[config.mk]
export PLATFORM = sky130hd
export DESIGN_NAME = branch_cond_unit_flat
export DESIGN_NICKNAME = d
export VERILOG_FILES = /design/src/rtl/branch_cond_unit_pkg.sv /design/src/rtl/branch_cond_unit_if.sv /design/src/rtl/branch_cond_unit_flag_pend_counter.sv /design/src/rtl/branch_cond_unit.sv /design/src/flat_wrapper.sv
export SDC_FILE = /design/constraint.sdc
export NUM_CORES = 1
export LEC_CHECK = 0
export ABC_AREA = 1
export BUFFER_PORTS_ARGS = -buffer_cell sky130_fd_sc_hd__buf_2
export CAP_MARGIN = 30
export CORE_AREA = 2 2 39 41
export DETAILED_ROUTE_END_ITERATION = 6
export DIE_AREA = 0 0 41 43
export MAX_ROUTING_LAYER = met4
export PLACE_DENSITY = 0.71
export SLEW_MARGIN = 20
export SYNTH_ARGS = -nofsm -noshare
export SYNTH_HDL_FRONTEND = slang
export SYNTH_SLANG_ARGS = --single-unit
export TNS_END_PERCENT = 10
[constraint.sdc]
create_clock -name clk -period 1.4 [get_ports clk]
set_input_delay 0.21 -clock clk [delete_from_list [all_inputs] [get_ports clk]]
set_output_delay 0.21 -clock clk [all_outputs]
set_load 0.01 [all_outputs]
[src/rtl/branch_cond_unit_pkg.sv]
// Shared definitions for the branch condition unit: condition codes, FSM
// state encoding and the condition evaluator.
package branch_pkg;

  localparam logic [2:0] COND_NE = 3'b000;
  localparam logic [2:0] COND_EQ = 3'b001;
  localparam logic [2:0] COND_GT = 3'b010;
  localparam logic [2:0] COND_LT = 3'b011;
  localparam logic [2:0] COND_GE = 3'b100;
  localparam logic [2:0] COND_LE = 3'b101;
  localparam logic [2:0] COND_OV = 3'b110;
  localparam logic [2:0] COND_UN = 3'b111;

  typedef enum logic {
    ST_IDLE = 1'b0,
    ST_WAIT = 1'b1
  } state_e;

  function automatic logic cond_eval(input logic [2:0] cond, input logic v,
                                     input logic z, input logic n);
    logic taken;
    taken = 1'b0;
    case (cond)
      COND_NE: taken = ~z;
      COND_EQ: taken = z;
      COND_GT: taken = ~z & ~n;
      COND_LT: taken = n;
      COND_GE: taken = z | ~n;
      COND_LE: taken = z | n;
      COND_OV: taken = v;
      default: taken = 1'b1;
    endcase
    return taken;
  endfunction

endpackage

[src/rtl/branch_cond_unit_if.sv]
// Branch request / resolution bus of the branch condition unit, including the
// flag inputs, pending-writer status and the FSM state for debug.
interface branch_cond_unit_if #(parameter int PEND_W = 2);
  import branch_pkg::*;

  // Handshake: a branch transfers on a rising clk edge where br_valid and
  // br_ready are both high; br_valid and br_cond stay stable until then.
  logic              br_valid;
  logic [2:0]        br_cond;
  logic              br_ready;
  logic              flag_wr_issue;
  logic              flag_wr_done;
  logic              ovfl;
  logic              zero;
  logic              sign;
  logic              res_valid;
  logic              res_taken;
  logic [PEND_W-1:0] pend_cnt;
  logic              pend_err;
  state_e            state_dbg;

  modport master (
    output br_valid, br_cond, flag_wr_issue, flag_wr_done, ovfl, zero, sign,
    input  br_ready, res_valid, res_taken, pend_cnt, pend_err, state_dbg
  );

  modport slave (
    input  br_valid, br_cond, flag_wr_issue, flag_wr_done, ovfl, zero, sign,
    output br_ready, res_valid, res_taken, pend_cnt, pend_err, state_dbg
  );
endinterface

[src/rtl/branch_cond_unit_flag_pend_counter.sv]
// Saturating up/down count of in-flight flag writers with a sticky error on
// overflow or underflow attempts.
module flag_pend_counter #(
  parameter int PEND_W = 2
) (
  input  logic              clk,
  input  logic              rst,
  input  logic              issue,
  input  logic              done,
  output logic [PEND_W-1:0] cnt,
  output logic              err,
  output logic              is_zero,
  output logic              is_one
);
  localparam logic [PEND_W-1:0] CNT_MAX = '1;
  localparam logic [PEND_W-1:0] CNT_ONE = PEND_W'(1);

  always_ff @(posedge clk or negedge rst) begin
    if (!rst) begin
      cnt <= '0;
      err <= 1'b0;
    end else begin
      case ({issue, done})
        2'b10: begin
          if (cnt == CNT_MAX) err <= 1'b1;
          else                cnt <= cnt + CNT_ONE;
        end
        2'b01: begin
          if (cnt == '0) err <= 1'b1;
          else           cnt <= cnt - CNT_ONE;
        end
        default: ;
      endcase
    end
  end

  assign is_zero = (cnt == '0);
  assign is_one  = (cnt == CNT_ONE);

endmodule

[src/rtl/branch_cond_unit.sv]
// Resolves decoded branch conditions, holding flag-dependent branches until
// their flags are final. FLAG_BYPASS_EN allows resolving in the commit cycle.
module branch_cond_unit
  import branch_pkg::*;
#(
  parameter int PEND_W = 2
) (
  input  logic               clk,
  input  logic               rst,
  branch_cond_unit_if.slave  bif
);
`ifdef FLAG_BYPASS_EN
  localparam bit BYPASS = 1'b1;
`else
  localparam bit BYPASS = 1'b0;
`endif

  state_e     state, state_nxt;
  logic [2:0] cond_q, cond_nxt;
  logic [2:0] eval_cond;
  logic       eval;
  logic       is_zero, is_one;
  logic       safe_acc, safe_wait;

  flag_pend_counter #(.PEND_W(PEND_W)) u_pend (
    .clk     (clk),
    .rst     (rst),
    .issue   (bif.flag_wr_issue),
    .done    (bif.flag_wr_done),
    .cnt     (bif.pend_cnt),
    .err     (bif.pend_err),
    .is_zero (is_zero),
    .is_one  (is_one)
  );

  // An issue in the acceptance cycle is younger than the branch. While
  // waiting, an issue alongside the last commit keeps a writer outstanding.
  assign safe_acc  = is_zero | (BYPASS & is_one & bif.flag_wr_done);
  assign safe_wait = is_zero | (BYPASS & is_one & bif.flag_wr_done & ~bif.flag_wr_issue);

  always_ff @(posedge clk or negedge rst) begin
    if (!rst) begin
      state  <= ST_IDLE;
      cond_q <= COND_NE;
    end else begin
      state  <= state_nxt;
      cond_q <= cond_nxt;
    end
  end

  always_comb begin
    state_nxt = state;
    cond_nxt  = cond_q;
    eval      = 1'b0;
    eval_cond = cond_q;
    case (state)
      ST_IDLE: begin
        if (bif.br_valid) begin
          if (bif.br_cond == COND_UN || safe_acc) begin
            eval      = 1'b1;
            eval_cond = bif.br_cond;
          end else begin
            state_nxt = ST_WAIT;
            cond_nxt  = bif.br_cond;
          end
        end
      end
      ST_WAIT: begin
        if (safe_wait) begin
          eval      = 1'b1;
          state_nxt = ST_IDLE;
        end
      end
      default: state_nxt = ST_IDLE;
    endcase
  end

  always_ff @(posedge clk or negedge rst) begin
    if (!rst) begin
      bif.res_valid <= 1'b0;
      bif.res_taken <= 1'b0;
    end else begin
      bif.res_valid <= eval;
      if (eval) bif.res_taken <= cond_eval(eval_cond, bif.ovfl, bif.zero, bif.sign);
    end
  end

  assign bif.br_ready  = (state == ST_IDLE);
  assign bif.state_dbg = state;

endmodule

[src/flat_wrapper.sv]
// flat-port wrapper written by rule: the top's interface ports become plain ports
module branch_cond_unit_flat import branch_pkg::*;
#(
  parameter int PEND_W = 2
)
  (clk, rst, bif_br_valid, bif_br_cond, bif_flag_wr_issue, bif_flag_wr_done, bif_ovfl, bif_zero, bif_sign, bif_br_ready, bif_res_valid, bif_res_taken, bif_pend_cnt, bif_pend_err, bif_state_dbg);
  branch_cond_unit_if #(.PEND_W(PEND_W)) bif_i ();
  input  logic clk;
  input  logic rst;
  input wire logic [$bits(bif_i.br_valid)-1:0] bif_br_valid;
  input wire logic [$bits(bif_i.br_cond)-1:0] bif_br_cond;
  input wire logic [$bits(bif_i.flag_wr_issue)-1:0] bif_flag_wr_issue;
  input wire logic [$bits(bif_i.flag_wr_done)-1:0] bif_flag_wr_done;
  input wire logic [$bits(bif_i.ovfl)-1:0] bif_ovfl;
  input wire logic [$bits(bif_i.zero)-1:0] bif_zero;
  input wire logic [$bits(bif_i.sign)-1:0] bif_sign;
  output wire logic [$bits(bif_i.br_ready)-1:0] bif_br_ready;
  output wire logic [$bits(bif_i.res_valid)-1:0] bif_res_valid;
  output wire logic [$bits(bif_i.res_taken)-1:0] bif_res_taken;
  output wire logic [$bits(bif_i.pend_cnt)-1:0] bif_pend_cnt;
  output wire logic [$bits(bif_i.pend_err)-1:0] bif_pend_err;
  output wire logic [$bits(bif_i.state_dbg)-1:0] bif_state_dbg;
  assign bif_i.br_valid = bif_br_valid;
  assign bif_i.br_cond = bif_br_cond;
  assign bif_i.flag_wr_issue = bif_flag_wr_issue;
  assign bif_i.flag_wr_done = bif_flag_wr_done;
  assign bif_i.ovfl = bif_ovfl;
  assign bif_i.zero = bif_zero;
  assign bif_i.sign = bif_sign;
  assign bif_br_ready = bif_i.br_ready;
  assign bif_res_valid = bif_i.res_valid;
  assign bif_res_taken = bif_i.res_taken;
  assign bif_pend_cnt = bif_i.pend_cnt;
  assign bif_pend_err = bif_i.pend_err;
  assign bif_state_dbg = bif_i.state_dbg;
  branch_cond_unit #(.PEND_W(PEND_W)) u_core (.clk(clk), .rst(rst), .bif(bif_i));
endmodule
; Yosys cells after proc, flatten, opt, wreduce, memory -nomap -nowiden
; Cells that the tools add are included.
; Widths: inputs -> output; s select.
[totals]
register_bits = 9
latchBits = 0
ramBits = 0
romBits = 0
in_bits = 11
output_inout_bits = 7
word_cells = 54
mem_count = 0
[op_classes]
n_addsub = 2
multipliers = 0
div_mod_pow = 0
order_cmp = 0
n_eq_ne = 14
n_shift = 0
muxes = 18
bitwise_logic = 7
reduce_logical = 7
[ops]
columns = cell, n
row1 = $eq 3x3->1 const B, 4
row2 = $mux 3, 3
row3 = $reduce_and 3->1, 3
row4 = $mux 1, 8
row5 = $pmux 1 s7, 1
row6 = $eq 3x2->1 const B, 2
row7 = $ne 2x2->1 const B, 3
row8 = $pmux 1 s2, 3
row9 = $eq 2x2->1 const B, 2
row10 = $mux 2, 2
row11 = $not 1->1, 4
row12 = $pmux 2 s2, 1
row13 = $eq 3x1->1 const B, 1
row14 = $logic_not 3->1, 1
row15 = $add 2x1->2 const B, 1
row16 = $eq 2x1->1 const B, 1
row17 = $logic_not 2->1, 1
row18 = $ne 2x1->1 const B, 1
row19 = $or 1x1->1, 2
row20 = $reduce_bool 2->1, 1
row21 = $sub 2x1->2 const B, 1
row22 = $and 1x1->1, 1
row23 = $logic_or 1x1->1, 1

; Depth between registers and ports, before layout
[depth]
word_depth = 7
ltp_mapped = 13
mapped_depth_nobuf = 13

; Hierarchy
; From an unflattened synthesis, not the netlist that was laid out.
[unflattened]
hier_cells = 90
hier_area_um2 = 664.4
[modules_own_cells]
columns = module, n_inst, cells_per_inst, area_per_inst_um2, seq_area_each_um2
row1 = branch_cond_unit, 1, 54, 400.4, 150.1
row2 = flag_pend_counter, 1, 36, 264.0, 75.1

; Least setup slack after synthesis
; Ideal clock, no wire load.
[synth_path]
path_kind = flip-flop to flip-flop
start = register u_core.u_pend.cnt[1]
end = register u_core.bif.res_taken
setup_time_ns = 0.116
arrival_ns = 1.182
t_required_ns = 1.284
path_slack_ns = 0.101
path_stages_with_launch = 11
path_buffers = 0
period_less_slack_ns = 1.299
cell_sequence = dfrtp_1 inv_1 nand2_4 nand2_4 nand3_1 a21oi_1 nand3_1 nand2_1 nand2_1 nand2_1 nand2_1
[synth_via]
elab_chain_cells = 7
word_cells_on_any_way = 17
cone_classes = eq/ne (6) / mux (8) / reduce/logical (3)
[synth_lines]
columns = element, line_no
row1 = start: declaration, branch_cond_unit_flag_pend_counter.sv:10  ; output logic [PEND_W-1:0] cnt,
row2 = start signal: assignment, branch_cond_unit_flag_pend_counter.sv:26  ; else cnt <= cnt + CNT_ONE;
row3 = start signal: assignment, branch_cond_unit_flag_pend_counter.sv:30  ; else cnt <= cnt - CNT_ONE;
row4 = $logic_not 2->1 *, branch_cond_unit_flag_pend_counter.sv:37  ; assign is_zero = (cnt == '0);
row5 = $logic_or 1x1->1, branch_cond_unit.sv:59  ; if (bif.br_cond == COND_UN || safe_acc) begin
row6 = $mux 3, branch_cond_unit.sv:59
row7 = $mux 3, branch_cond_unit.sv:58  ; if (bif.br_valid) begin
row8 = $mux 3, branch_cond_unit.sv:56  ; case (state)
row9 = $eq 3x3->1 (tied with other cells), branch_cond_unit_pkg.sv:23  ; case (cond)
row10 = $pmux 1 s7, branch_cond_unit_pkg.sv:23
row11 = end signal: assignment, branch_cond_unit.sv:84  ; if (eval) bif.res_taken <= cond_eval(eval_cond, bif.ovfl, bif.zero, bif.sign);
row12 = end: declaration, branch_cond_unit_if.sv:29  ; output br_ready, res_valid, res_taken, pend_cnt, pend_err, state_dbg
; Every way passes the cells marked *; elsewhere a longest branch is shown, timed or not.
; A chain may end at the register's enable or synchronous reset.

; Worst setup path in the final report
[layout_path]
start = register u_core.u_pend.cnt[0]
end = register u_core.bif.res_taken
; Same word-level chain as after synthesis.

==> impl_metrics.tcl <==
set metrics [dict create \
    wl_microns 1220 \
    core_sq_um 1380 \
    syn_avg_cell_area_sq_um 7.82 \
    initial_core_util 0.435 \
    met2_usage 0.281 \
    io_buffers 17 \
    final_nets 116 \
    grt_util_met1 0.169 \
    dr.pass1.iters 4 \
    cts_root_buffer "clkbuf_4" \
    start_kind "register" \
    die_w_microns 41 \
    clk_latency_ns 0.27 \
    io_pins 18 \
    tightest_slew_ns 0.284 \
    slowest_stage "dfrtp_1" \
    cp_top_family "flip-flops" \
    dr.first_iter.drc_count 6 \
    synth_nets 90 \
    vias_per_cell 4.86 \
    cts_buffers 3 \
    synth_seq_area_share 0.374 \
    clock_sink_count 9 \
    ys_warn_count 0 \
    rrSetupSlack_ns 0.05 \
    wl_per_cell_microns 10.4 \
    critPathBufInv 3 \
    min_period_ns 1.35 \
    max_freq_mhz 741 \
    worst_slack_ns 0.0504 \
    layout-drive-gt1-share 0.402 \
    ir_drop_mv 0.974 \
    synth_top_area_cell "dfrtp_1" \
    pre_cts_ws_ns 0.0548 \
    cp_max_fo 4 \
    grt_start_max_net_pins 10 \
    finalCritPeriodShare 0.964 \
    cts_max_level 1 \
    antenna_left 0 \
    rsz0062_at_grt "true" \
    fill_cells 141 \
    dieArea_sq_um 1760 \
    r2r-start "u_core.u_pend.cnt[0]" \
    hold_class "in2reg" \
    hold_slack_ns 0.220 \
    fp.dieH_microns 43 \
    reg2reg_to "u_core.bif.res_taken" \
    report.final.setup_viol 0 \
    synthToLayoutAreaGrowth_pct 29.9 \
    slew_viol_final 0 \
    power_density_nw_per_um2 1850 \
    cpPeakStageDelay_ns 0.41 \
    grt_use_met3 0.0471 \
    drv_cap 0 \
    syn_inst 77 \
    path_clk_slew_ns 0.06 \
    end_kind "register" \
    fp-row-count 14 \
    grt_pass1_wl_microns 1960 \
    grt_usage 0.178 \
    synth_top_cell_area_share 0.374 \
    clock_tree.buffer_depth 2 \
    dp_hpwl_microns 943 \
    ys_ff_latch 9 \
    tns_ns 0 \
    diodes 0 \
    clock_skew_ns 0.00538 \
    synthTopCellsByArea "dfrtp_1, nand2_1, inv_1, nand2_4, nand3_1" \
    drc 0 \
    relSlewSlack 0.809 \
    overflow 0 \
    ff2ff_path_depth 10 \
    startpoint "u_core.u_pend.cnt[0]" \
    status "finished clean" \
    grt_pass1_vias 528 \
    cp_cell_sequence "inv_2 > nand2_4 > nand2_4 > nand2_4 > buf_4 > o21a_1 > inv_1 > nand2_1 > nand2_1 > nand2_1" \
    netlist_area_sq_um 602 \
    cp_num_cells 10 \
    total_power_mw 1.45 \
    crit_end "u_core.bif.res_taken" \
    cts_tree "done" \
    synth_cell_type_count 18 \
    critPathRequiredTime_ns 1.56 \
    vias 574 \
    hold_viol_final 0 \
    place_congestion 0.708 \
    critPathArrivalTime_ns 1.51 \
    crit_type "reg2reg" \
    leakagePower_nw 0.448 \
    antenna_found_initial 0 \
    top_usage_layer "met2" \
]
sequential cells by signal, indices dropped and copies added (netlist names):
| name | flops |
|---|---|
| u_core.cond_q | 3 |
| u_core.u_pend.cnt | 2 |
| u_core.bif.res_taken | 1 |
| u_core.bif.res_valid | 1 |
| u_core.bif.state_dbg | 1 |
| u_core.u_pend.err | 1 |
power by group:
part / total (mW) / leakage (nW) / switching (mW) / internal, mW
Sequential: 0.476 / 0.103 / 0.101 / 0.375
Combinational: 0.771 / 0.330 / 0.441 / 0.330
Clock: 0.203 / 0.0150 / 0.0928 / 0.110
cells by family (layout without fill, tap and decap cells):
family,Yosys count,in the layout,share of synthesized area
compound gates,13,13,0.127
fa+ha+maj,2,2,0.0416
simple gates,36,36,0.339
buf+inv,16,41,0.0998
mux,1,1,0.0187
flops,9,9,0.374
Yosys cell counts:
master,instances
nand2_4,4
dfrtp_1,9
nand3_1,7
nand2_2,2
o21ai_0,6
nand2_1,18
nor2_2,1
a21oi_2,1
nor2_8,1
ha_1,2
a21oi_1,3
nand3_2,1
nor2_1,2
inv_2,2
inv_1,14
mux2_2,1
o21bai_1,1
o21a_1,2
worst min-delay path by stage:
stage	cells after the start	startpoint	to	slack [ns]
finish	2	bif_br_cond[0]	u_core.cond_q[0]	0.22
global route	2	bif_br_cond[0]	u_core.cond_q[0]	0.22
CTS	2	bif_br_cond[0]	u_core.cond_q[0]	0.22
detailed placement	1	rst	u_core.bif.res_taken	0.07
global placement	1	rst	u_core.bif.res_taken	0.07
floorplan	0	rst	u_core.bif.res_taken	-0.09
layout by cell type (no fill, tap or decap), types with 4 or more instances in the layout:
master and instances:
dfrtp_1 9, o21ai_0 6, nand2_1 17, nand2_4 4
buf_2 17, nand3_1 5, inv_1 13
worst register-to-register path: stages, from the launching register on:
cell	delay, ns
dfrtp_1	0.41
inv_2	0.10
nand2_4	0.07
nand2_4	0.08
nand2_4	0.07
buf_4	0.14
o21a_1	0.19
inv_1	0.05
nand2_1	0.04
nand2_1	0.05
nand2_1	0.04
per-stage QoR:
step                       util  cells  area, sq um
after global placement    0.511    110          707
final                     0.565    118          782
after global routing      0.565    118          782
after CTS                 0.537    115          743
after floorplan               -     77          602
after detailed placement  0.511    110          707
timing repair:
action,in CTS,in global routing
hold buffers,1,0
resized for setup,0,5
hold endpoints to repair,9,0
setup endpoints to repair,0,1
buffers inserted,0,3
area by class of cell:
cell class | count | area (sq um) | share of cell area
Multi-Input combinational cell | 52 | 333 | 0.426
Sequential cell | 9 | 225 | 0.288
Timing Repair Buffer | 21 | 118 | 0.150
Inverter | 16 | 60.1 | 0.0768
Clock buffer | 4 | 26.3 | 0.0336
Tap cell | 16 | 20.0 | 0.0256
per-layer routing:
metal  vias to the layer above  wire [microns]  part of all wire
li1                        292               -                 -
met3                         5              55             0.045
met4                         0              26             0.021
met2                        14             651              0.53
met5                         -               0                 0
met1                       263             487              0.40
No activity file was read; power rests on OpenSTA's default activity.
